### config.mk
export PLATFORM = sky130hd
export DESIGN_NAME = ahb_decoder
export DESIGN_NICKNAME = d
export VERILOG_FILES = /design/src/rtl/bus_pkg.sv /design/src/rtl/ahb_default_slave.sv /design/src/rtl/ahb_decoder.sv
export SDC_FILE = /design/constraint.sdc
export NUM_CORES = 1
export LEC_CHECK = 0
export ABC_AREA = 1
export CAP_MARGIN = 20
export CORE_AREA = 3 3 40 42
export DETAILED_ROUTE_END_ITERATION = 10
export DIE_AREA = 0 0 43 45
export DONT_BUFFER_PORTS = 1
export GPL_ROUTABILITY_DRIVEN = 0
export PLACE_DENSITY = 0.62
export SLEW_MARGIN = 25
export SYNTH_ARGS = -nofsm -noshare
export SYNTH_HDL_FRONTEND = slang
export SYNTH_HIERARCHICAL = 1
export SYNTH_SLANG_ARGS = --single-unit
### constraint.sdc
create_clock -name CLK -period 2.75 [get_ports CLK]
set_clock_uncertainty 0.1 [all_clocks]
set_input_delay 0.55 -clock CLK [delete_from_list [all_inputs] [get_ports CLK]]
set_output_delay 0.55 -clock CLK [all_outputs]
set_load 0.01 [all_outputs]
### src/rtl/bus_pkg.sv
// -----------------------------------------------------------------------------
// bus_pkg
// Shared encodings for the system-bus decoder:
//   - HTRANS transfer types
//   - SEL data-phase select codes presented to Read_MUX
//   - address region codes taken from the top two HADDR bits
//   - default-slave FSM states
// -----------------------------------------------------------------------------
package bus_pkg;

  localparam logic [1:0] HTRANS_IDLE   = 2'b00;
  localparam logic [1:0] HTRANS_BUSY   = 2'b01;
  localparam logic [1:0] HTRANS_NONSEQ = 2'b10;
  localparam logic [1:0] HTRANS_SEQ    = 2'b11;

  typedef enum logic [1:0] {
    SEL_S1  = 2'b00,
    SEL_S2  = 2'b01,
    SEL_S3  = 2'b10,
    SEL_DEF = 2'b11
  } sel_t;

  localparam logic [1:0] REGION_S1       = 2'b00;
  localparam logic [1:0] REGION_S2       = 2'b01;
  localparam logic [1:0] REGION_S3       = 2'b10;
  localparam logic [1:0] REGION_UNMAPPED = 2'b11;

  typedef enum logic [1:0] {
    DS_IDLE = 2'b00,
    DS_ERR1 = 2'b01,
    DS_ERR2 = 2'b10
  } ds_state_t;

  // NONSEQ and SEQ are the only transfer types that carry real work.
  function automatic logic is_active(input logic [1:0] htrans);
    return (htrans == HTRANS_NONSEQ) || (htrans == HTRANS_SEQ);
  endfunction

endpackage

### src/rtl/ahb_default_slave.sv
// -----------------------------------------------------------------------------
// ahb_default_slave
// Serves unmapped accesses with the two-cycle AHB ERROR response, and
// optionally counts how many error responses were started.
// Optional feature macro: AHB_DECODER_ERR_CNT_EN (error counter present).
// Ports:
//   clk, rst    bus clock, asynchronous active-high reset
//   hready      global HREADY (address phase accepted when 1)
//   unmapped    current address phase targets the unmapped region
//   htrans      current transfer type
//   ready       default-slave HREADYOUT
//   resp        default-slave HRESP (1 = ERROR)
//   err_count   saturating count of error responses (0 when disabled)
// -----------------------------------------------------------------------------
module ahb_default_slave
  import bus_pkg::*;
#(
  parameter int CNT_W = 16
) (
  input  logic             clk,
  input  logic             rst,
  input  logic             hready,
  input  logic             unmapped,
  input  logic [1:0]       htrans,
  output logic             ready,
  output logic             resp,
  output logic [CNT_W-1:0] err_count
);

  ds_state_t state_q;
  ds_state_t state_d;
  logic      err_req;

  // An error starts only for an accepted unmapped NONSEQ/SEQ; IDLE/BUSY
  // to the unmapped region get a zero-wait OKAY.
  assign err_req = hready && unmapped && is_active(htrans);

  always_ff @(posedge clk or posedge rst) begin
    if (rst) state_q <= DS_IDLE;
    else     state_q <= state_d;
  end

  always_comb begin
    state_d = state_q;
    ready   = 1'b1;
    resp    = 1'b0;
    unique case (state_q)
      DS_IDLE: begin
        if (err_req) state_d = DS_ERR1;
      end
      DS_ERR1: begin
        ready   = 1'b0;
        resp    = 1'b1;
        state_d = DS_ERR2;
      end
      DS_ERR2: begin
        resp    = 1'b1;
        state_d = err_req ? DS_ERR1 : DS_IDLE;
      end
      default: state_d = DS_IDLE;
    endcase
  end

`ifdef AHB_DECODER_ERR_CNT_EN
  logic err_start;

  assign err_start = (state_d == DS_ERR1) && (state_q != DS_ERR1);

  always_ff @(posedge clk or posedge rst) begin
    if (rst) begin
      err_count <= '0;
    end else if (err_start && (err_count != {CNT_W{1'b1}})) begin
      err_count <= err_count + CNT_W'(1);
    end
  end
`else
  assign err_count = '0;
`endif

endmodule

### src/rtl/ahb_decoder.sv
// -----------------------------------------------------------------------------
// ahb_decoder
// Address-phase decoder and data-phase select generator for a three-slave
// AHB bus. Decodes HADDR[ADDR_W-1:ADDR_W-2] into one-hot HSEL_x, registers the
// select into the data phase (SEL, to Read_MUX), and muxes the selected
// slave's ready into the global HREADY. The unmapped region is served by an
// internal default slave that returns the two-cycle ERROR response.
// Optional feature macro: AHB_DECODER_ERR_CNT_EN (ERR_COUNT active; else 0).
// Ports:
//   CLK, RST                   clock, asynchronous active-high reset
//   HADDR, HTRANS, HWRITE      master address phase
//   HREADYOUT_1..3             per-slave ready
//   HSEL_1..3                  combinational one-hot address-phase select
//   SEL                        registered data-phase select (11 = default)
//   HREADY, HRESP              global ready and response
//   ERR_COUNT                  saturating count of unmapped error responses
// -----------------------------------------------------------------------------
module ahb_decoder
  import bus_pkg::*;
#(
  parameter int ADDR_W = 32,
  parameter int CNT_W  = 16
) (
  input  logic              CLK,
  input  logic              RST,
  input  logic [ADDR_W-1:0] HADDR,
  input  logic [1:0]        HTRANS,
  input  logic              HWRITE,
  input  logic              HREADYOUT_1,
  input  logic              HREADYOUT_2,
  input  logic              HREADYOUT_3,
  output logic              HSEL_1,
  output logic              HSEL_2,
  output logic              HSEL_3,
  output logic [1:0]        SEL,
  output logic              HREADY,
  output logic              HRESP,
  output logic [CNT_W-1:0]  ERR_COUNT
);

  logic [1:0] region;
  sel_t       addr_sel;
  sel_t       sel_q;
  logic       unmapped;
  logic       ds_ready;
  logic       ds_resp;
  logic       unused;

  // Direction does not affect decoding; low address bits are slave-local.
  assign unused = ^{HWRITE, HADDR[ADDR_W-3:0]};

  assign region   = HADDR[ADDR_W-1:ADDR_W-2];
  assign unmapped = (region == REGION_UNMAPPED);

  // Address-phase decode: zero latency, independent of HTRANS.
  always_comb begin
    HSEL_1   = 1'b0;
    HSEL_2   = 1'b0;
    HSEL_3   = 1'b0;
    addr_sel = SEL_DEF;
    unique case (region)
      REGION_S1: begin HSEL_1 = 1'b1; addr_sel = SEL_S1; end
      REGION_S2: begin HSEL_2 = 1'b1; addr_sel = SEL_S2; end
      REGION_S3: begin HSEL_3 = 1'b1; addr_sel = SEL_S3; end
      default:   addr_sel = SEL_DEF;
    endcase
  end

  // Address phase -> data phase boundary: SEL advances only when the
  // current data phase completes, so a wait state stalls the pending select.
  always_ff @(posedge CLK or posedge RST) begin
    if (RST)         sel_q <= SEL_S1;
    else if (HREADY) sel_q <= addr_sel;
  end

  assign SEL = sel_q;

  always_comb begin
    HREADY = HREADYOUT_1;
    unique case (sel_q)
      SEL_S1:  HREADY = HREADYOUT_1;
      SEL_S2:  HREADY = HREADYOUT_2;
      SEL_S3:  HREADY = HREADYOUT_3;
      SEL_DEF: HREADY = ds_ready;
      default: HREADY = HREADYOUT_1;
    endcase
  end

  // Only the default slave ever answers ERROR; mapped slaves are OKAY here.
  assign HRESP = (sel_q == SEL_DEF) && ds_resp;

  ahb_default_slave #(
    .CNT_W(CNT_W)
  ) u_default_slave (
    .clk       (CLK),
    .rst       (RST),
    .hready    (HREADY),
    .unmapped  (unmapped),
    .htrans    (HTRANS),
    .ready     (ds_ready),
    .resp      (ds_resp),
    .err_count (ERR_COUNT)
  );

endmodule

### Word level (Yosys, flattened, before mapping)

Cells that the tools add are included.
W data, S select, Z words.

| word-level totals | value |
|---|---|
| flip-flop bits (word level) | 4 |
| input bits | 40 |
| logic and storage cells | 31 |

| operators by class | value |
|---|---|
| equal/unequal tests | 11 |
| mux-type cells | 10 |
| reductions and logical operators | 8 |

Operator list:

| cell | count |
|---|---|
| $eq A2 B2 Y1 const B | 7 |
| $pmux W2 S3 | 2 |
| $eq A2 B1 Y1 const B | 3 |
| $logic_not A2 Y1 | 3 |
| $mux W1 | 6 |
| $pmux W1 S4 | 1 |
| $logic_and A1 B1 Y1 | 3 |
| $mux W2 | 1 |
| $ne A2 B1 Y1 const B | 1 |
| $reduce_or A2 Y1 | 1 |
| $logic_or A1 B1 Y1 | 1 |

### Longest topological paths before layout

| depth | value |
|---|---|
| depth in word-level cells | 7 |
| depth in mapped cells | 11 |

### Modules after synthesis

Netlist, hierarchy kept.

Modules (own cells, without submodules):

| module | times used | cells an instance | area each (um^2) | seq. area each (um^2) |
|---|---|---|---|---|
| ahb_default_slave | 1 | 39 | 296.5 | 50.0 |
| ahb_decoder | 1 | 35 | 196.4 | 50.0 |

### Worst setup path before layout

Ideal clock, no wire load.

| timing path | value |
|---|---|
| path kind | register to output |
| start | register u_default_slave.state_q[1] |
| end | output port HREADY |
| arrival | 997 ps |
| required time | 2100 ps |
| path slack | 1103 ps |
| cell stages (with the launch flop) | 8 |
| buffers on the path | 0 |
| path through | dfrtp_1 > inv_1 > ha_1 > inv_1 > nand3_1 > nand2_1 > nor2_2 > nand2_1 |

| between the ends | value |
|---|---|
| cells in the longest elaborated chain, start to end | 3 |

RTL lines:

| item | RTL line | RTL |
|---|---|---|
| start: declaration | ahb_default_slave.sv:30 | `ds_state_t state_q;` |
| start signal: assignment | ahb_default_slave.sv:40 | `else state_q <= state_d;` |
| $eq A2 B1 Y1 | ahb_default_slave.sv:47 | `unique case (state_q)` |
| $mux W1 | ahb_default_slave.sv:47 |  |
| named net ds_ready | ahb_decoder.sv:45 | `logic ds_ready;` |
| $pmux W1 S4 | ahb_decoder.sv:80 | `unique case (sel_q)` |
| end: declaration | ahb_decoder.sv:36 | `output logic HREADY,` |

The timed path passes the listed nets, and every way through them passes these cells.

### Worst setup path in the final report

Same ends and word-level chain as after synthesis.

==> summary.md <==
| Metric | Value |
|---|---|
| CP Launch Type | `flop` |
| Post-DR vias/cell | `4.033` |
| Proportion of layout cells with a drive suffix above 1 | `0.1169` |
| RR Endpoint | `u_default_slave/state_q[1]` |
| DR iter-0 viols | `6` |
| IO Port Bufs | `0` |
| Drt first pass iters | `4` |
| Vias in the first global route | `289` |
| Max Cap Viol | `0` |
| Crit path cell chain | `inv_1, ha_1, inv_1, nand3_1, nand2_1, nor2_2, nand2_1` |
| Power Density | `895.4 nW/um^2` |
| Maximum clock frequency | `509.5 MHz` |
| CP endpoint kind | `output port` |
| # clock sinks | `4` |
| Row Count | `13` |
| # nets final | `124` |
| RR Startpoint | `u_default_slave/state_q[1]` |
| Fill cell count | `157` |
| Main synth FF type | `dfrtp_1` |
| Die Y | `45 um` |
| Clock latency on the worst-skew pair | `230 ps` |
| Die width | `43 um` |
| Final wirelength | `771 um` |
| Hold Fails Final Rpt | `0` |
| First-pass GRT wire length | `1221 um` |
| Synth async-reset ratio | `1.000` |
| Syn avg cell area | `6.662 um^2` |
| P&R area growth vs syn | `-2.538%` |
| Status | `completed` |
| Die footprint | `1935 um^2` |
| Setup violators final | `0` |
| Worst path slowest cell | `dfrtp_1` |
| Initial antenna violation count | `0` |
| Area after DPL | `447.9 um^2` |
| RSZ-0062 raised after global routing | `false` |
| Worst Path Arrival | `1310 ps` |
| Reg2Reg Depth | `11` |
| WP buf/inv | `2` |
| Hold EP | `SEL[1]` |
| Mapped cell area | `493.0 um^2` |
| CTS Root Buffer Type | `clkbuf_4` |
| WS Path Type | `reg2out` |
| Peak supply drop | `0.0003230 V` |
| Warnings, synthesis | `6` |
| Hold depth | `2` |
| CP required | `2100 ps` |
| Core Box Area | `1285 um^2` |
| Family with the most delay on the worst path | `flip-flops` |
| Final Max Tran Viols | `0` |
| Register bit total from synthesis | `4` |
| Cts bufs inserted | `3` |
| Register area share after synthesis | `0.2030` |
| CTS clk-pin slew, worst paths | `40 ps` |
| LEAKAGE | `0.3109 nW` |
| Hold Path Origin | `HADDR[31]` |
| Top cells by count, synth | `16 x buf_4, 16 x nand2_1, 10 x inv_1` |
| IO Count | `63` |
| CTS tree | `done` |
| Tot GR Track Use | `0.08878` |
| Cells after synthesis | `74` |
| Post-layout min period | `1963 ps` |
| Vias | `371` |
| CTS H-tree depth | `1` |
| Largest cells by area after synthesis | `buf_4 24%, dfrtp_1 20%, ha_1 13%, nand2_1 12%, nand3_1 9.1%` |
| Setup TNS | `0 ps` |
| GRT Residual Overflow | `0` |
| Antenna diodes | `0` |
| Worst Path Max Fanout | `4` |
| Half-perimeter wire length after placement | `661.6 um` |
| Synth top area share | `0.2437` |
| Remaining antenna violation count after routing | `0` |
| Finished Cell Area | `480.5 um^2` |
| DRC Markers | `0` |
| Synth area leader | `buf_4` |
| Initial Util | `0.3836` |
| Largest net degree at the start of global routing | `9` |
| Period utilisation layout | `0.7137` |
| Worst min-delay path class | `in2reg` |
| Critical path's largest stage delay | `400 ps` |
| Post-synth cell types | `13` |
| Average wire per standard cell | `8.380 um` |
| Number of synthesized flops with an enable pin | `0` |
| Reg-to-reg setup timing slack | `1110 ps` |
| Clock Path Buffers | `2` |
-- power breakdown --
part           leakage, nW  total [W]  internal, W  switching (W)
combinational        0.246   0.000216    0.0000779       0.000138
sequential          0.0512   0.000142    0.0000871      0.0000552
clock               0.0138  0.0000716    0.0000487      0.0000229
-- layout by cell type (no fill, tap or decap), drive strengths merged --
cell type     n
inv          12
dlygate4sd3   1
nand3        10
dfrtp         4
and3          1
nand2        17
ha            5
nor2          8
conb         16
clkbuf        3
-- layout make-up --
type                    instances  area [um^2]  area share
clock buffers                   3        22.52     0.04687
well taps                      15        18.77     0.03906
multi-input cells              57        284.0      0.5911
flip-flops and latches          4        100.1      0.2083
inverters                      12        45.04     0.09375
repair buffers                  1        10.01     0.02083
-- metrics by stage --
step                hold WS [ps]  utilization  total power, W  setup slack (ps)  cells
floorplan                  191.2            -       0.0003331              1103     89
global placement           193.9       0.3486       0.0003578              1019     88
detailed placement         196.4       0.3486       0.0003608              1012     88
CTS                        354.8       0.3739       0.0004406             759.7     92
global route               366.9       0.3739       0.0004880             671.0     92
finish                     360.2       0.3739       0.0004302             787.2     92
-- registers in the layout, indices dropped and copies added, names as in the netlist --
name                     cells
u_default_slave/state_q      2
SEL                          2
-- cells by family (layout without fill, tap and decap cells) --
| logic type | count (synthesis) | in the layout | synth area share |
|---|---|---|---|
| buf+inv | 28 | 16 | 0.3350 |
| other cells | 1 | 16 | 0.007607 |
| simple gates | 36 | 36 | 0.3274 |
| fa+ha+maj | 5 | 5 | 0.1269 |
| flops | 4 | 4 | 0.2031 |
-- what timing repair did --
action	4_1_cts	5_1_grt
resized for setup	0	0
hold endpoints to repair	4	0
hold buffers	1	0
setup buffers	0	0
-- per-layer routing --
layer | routed length (um) | global-route usage | up-vias
met4 | 0 | 0.07229 | 0
met1 | 319 | 0.09804 | 151
met2 | 335 | 0.1317 | 25
met3 | 116 | 0.03984 | 0
li1 | - | - | 195
met5 | 0 | 0 | -
-- worst max-delay path by stage --
stage | startpoint | to | depth (start not counted)
after global routing | u_default_slave/state_q[1] | HREADY | 7
after global placement | u_default_slave/state_q[1] | HREADY | 7
final | u_default_slave/state_q[1] | HREADY | 7
after detailed placement | u_default_slave/state_q[1] | HREADY | 7
after floorplan | u_default_slave/state_q[1] | HREADY | 7
after CTS | u_default_slave/state_q[1] | HREADY | 7
Note: power is estimated with default switching activity, not from simulation.
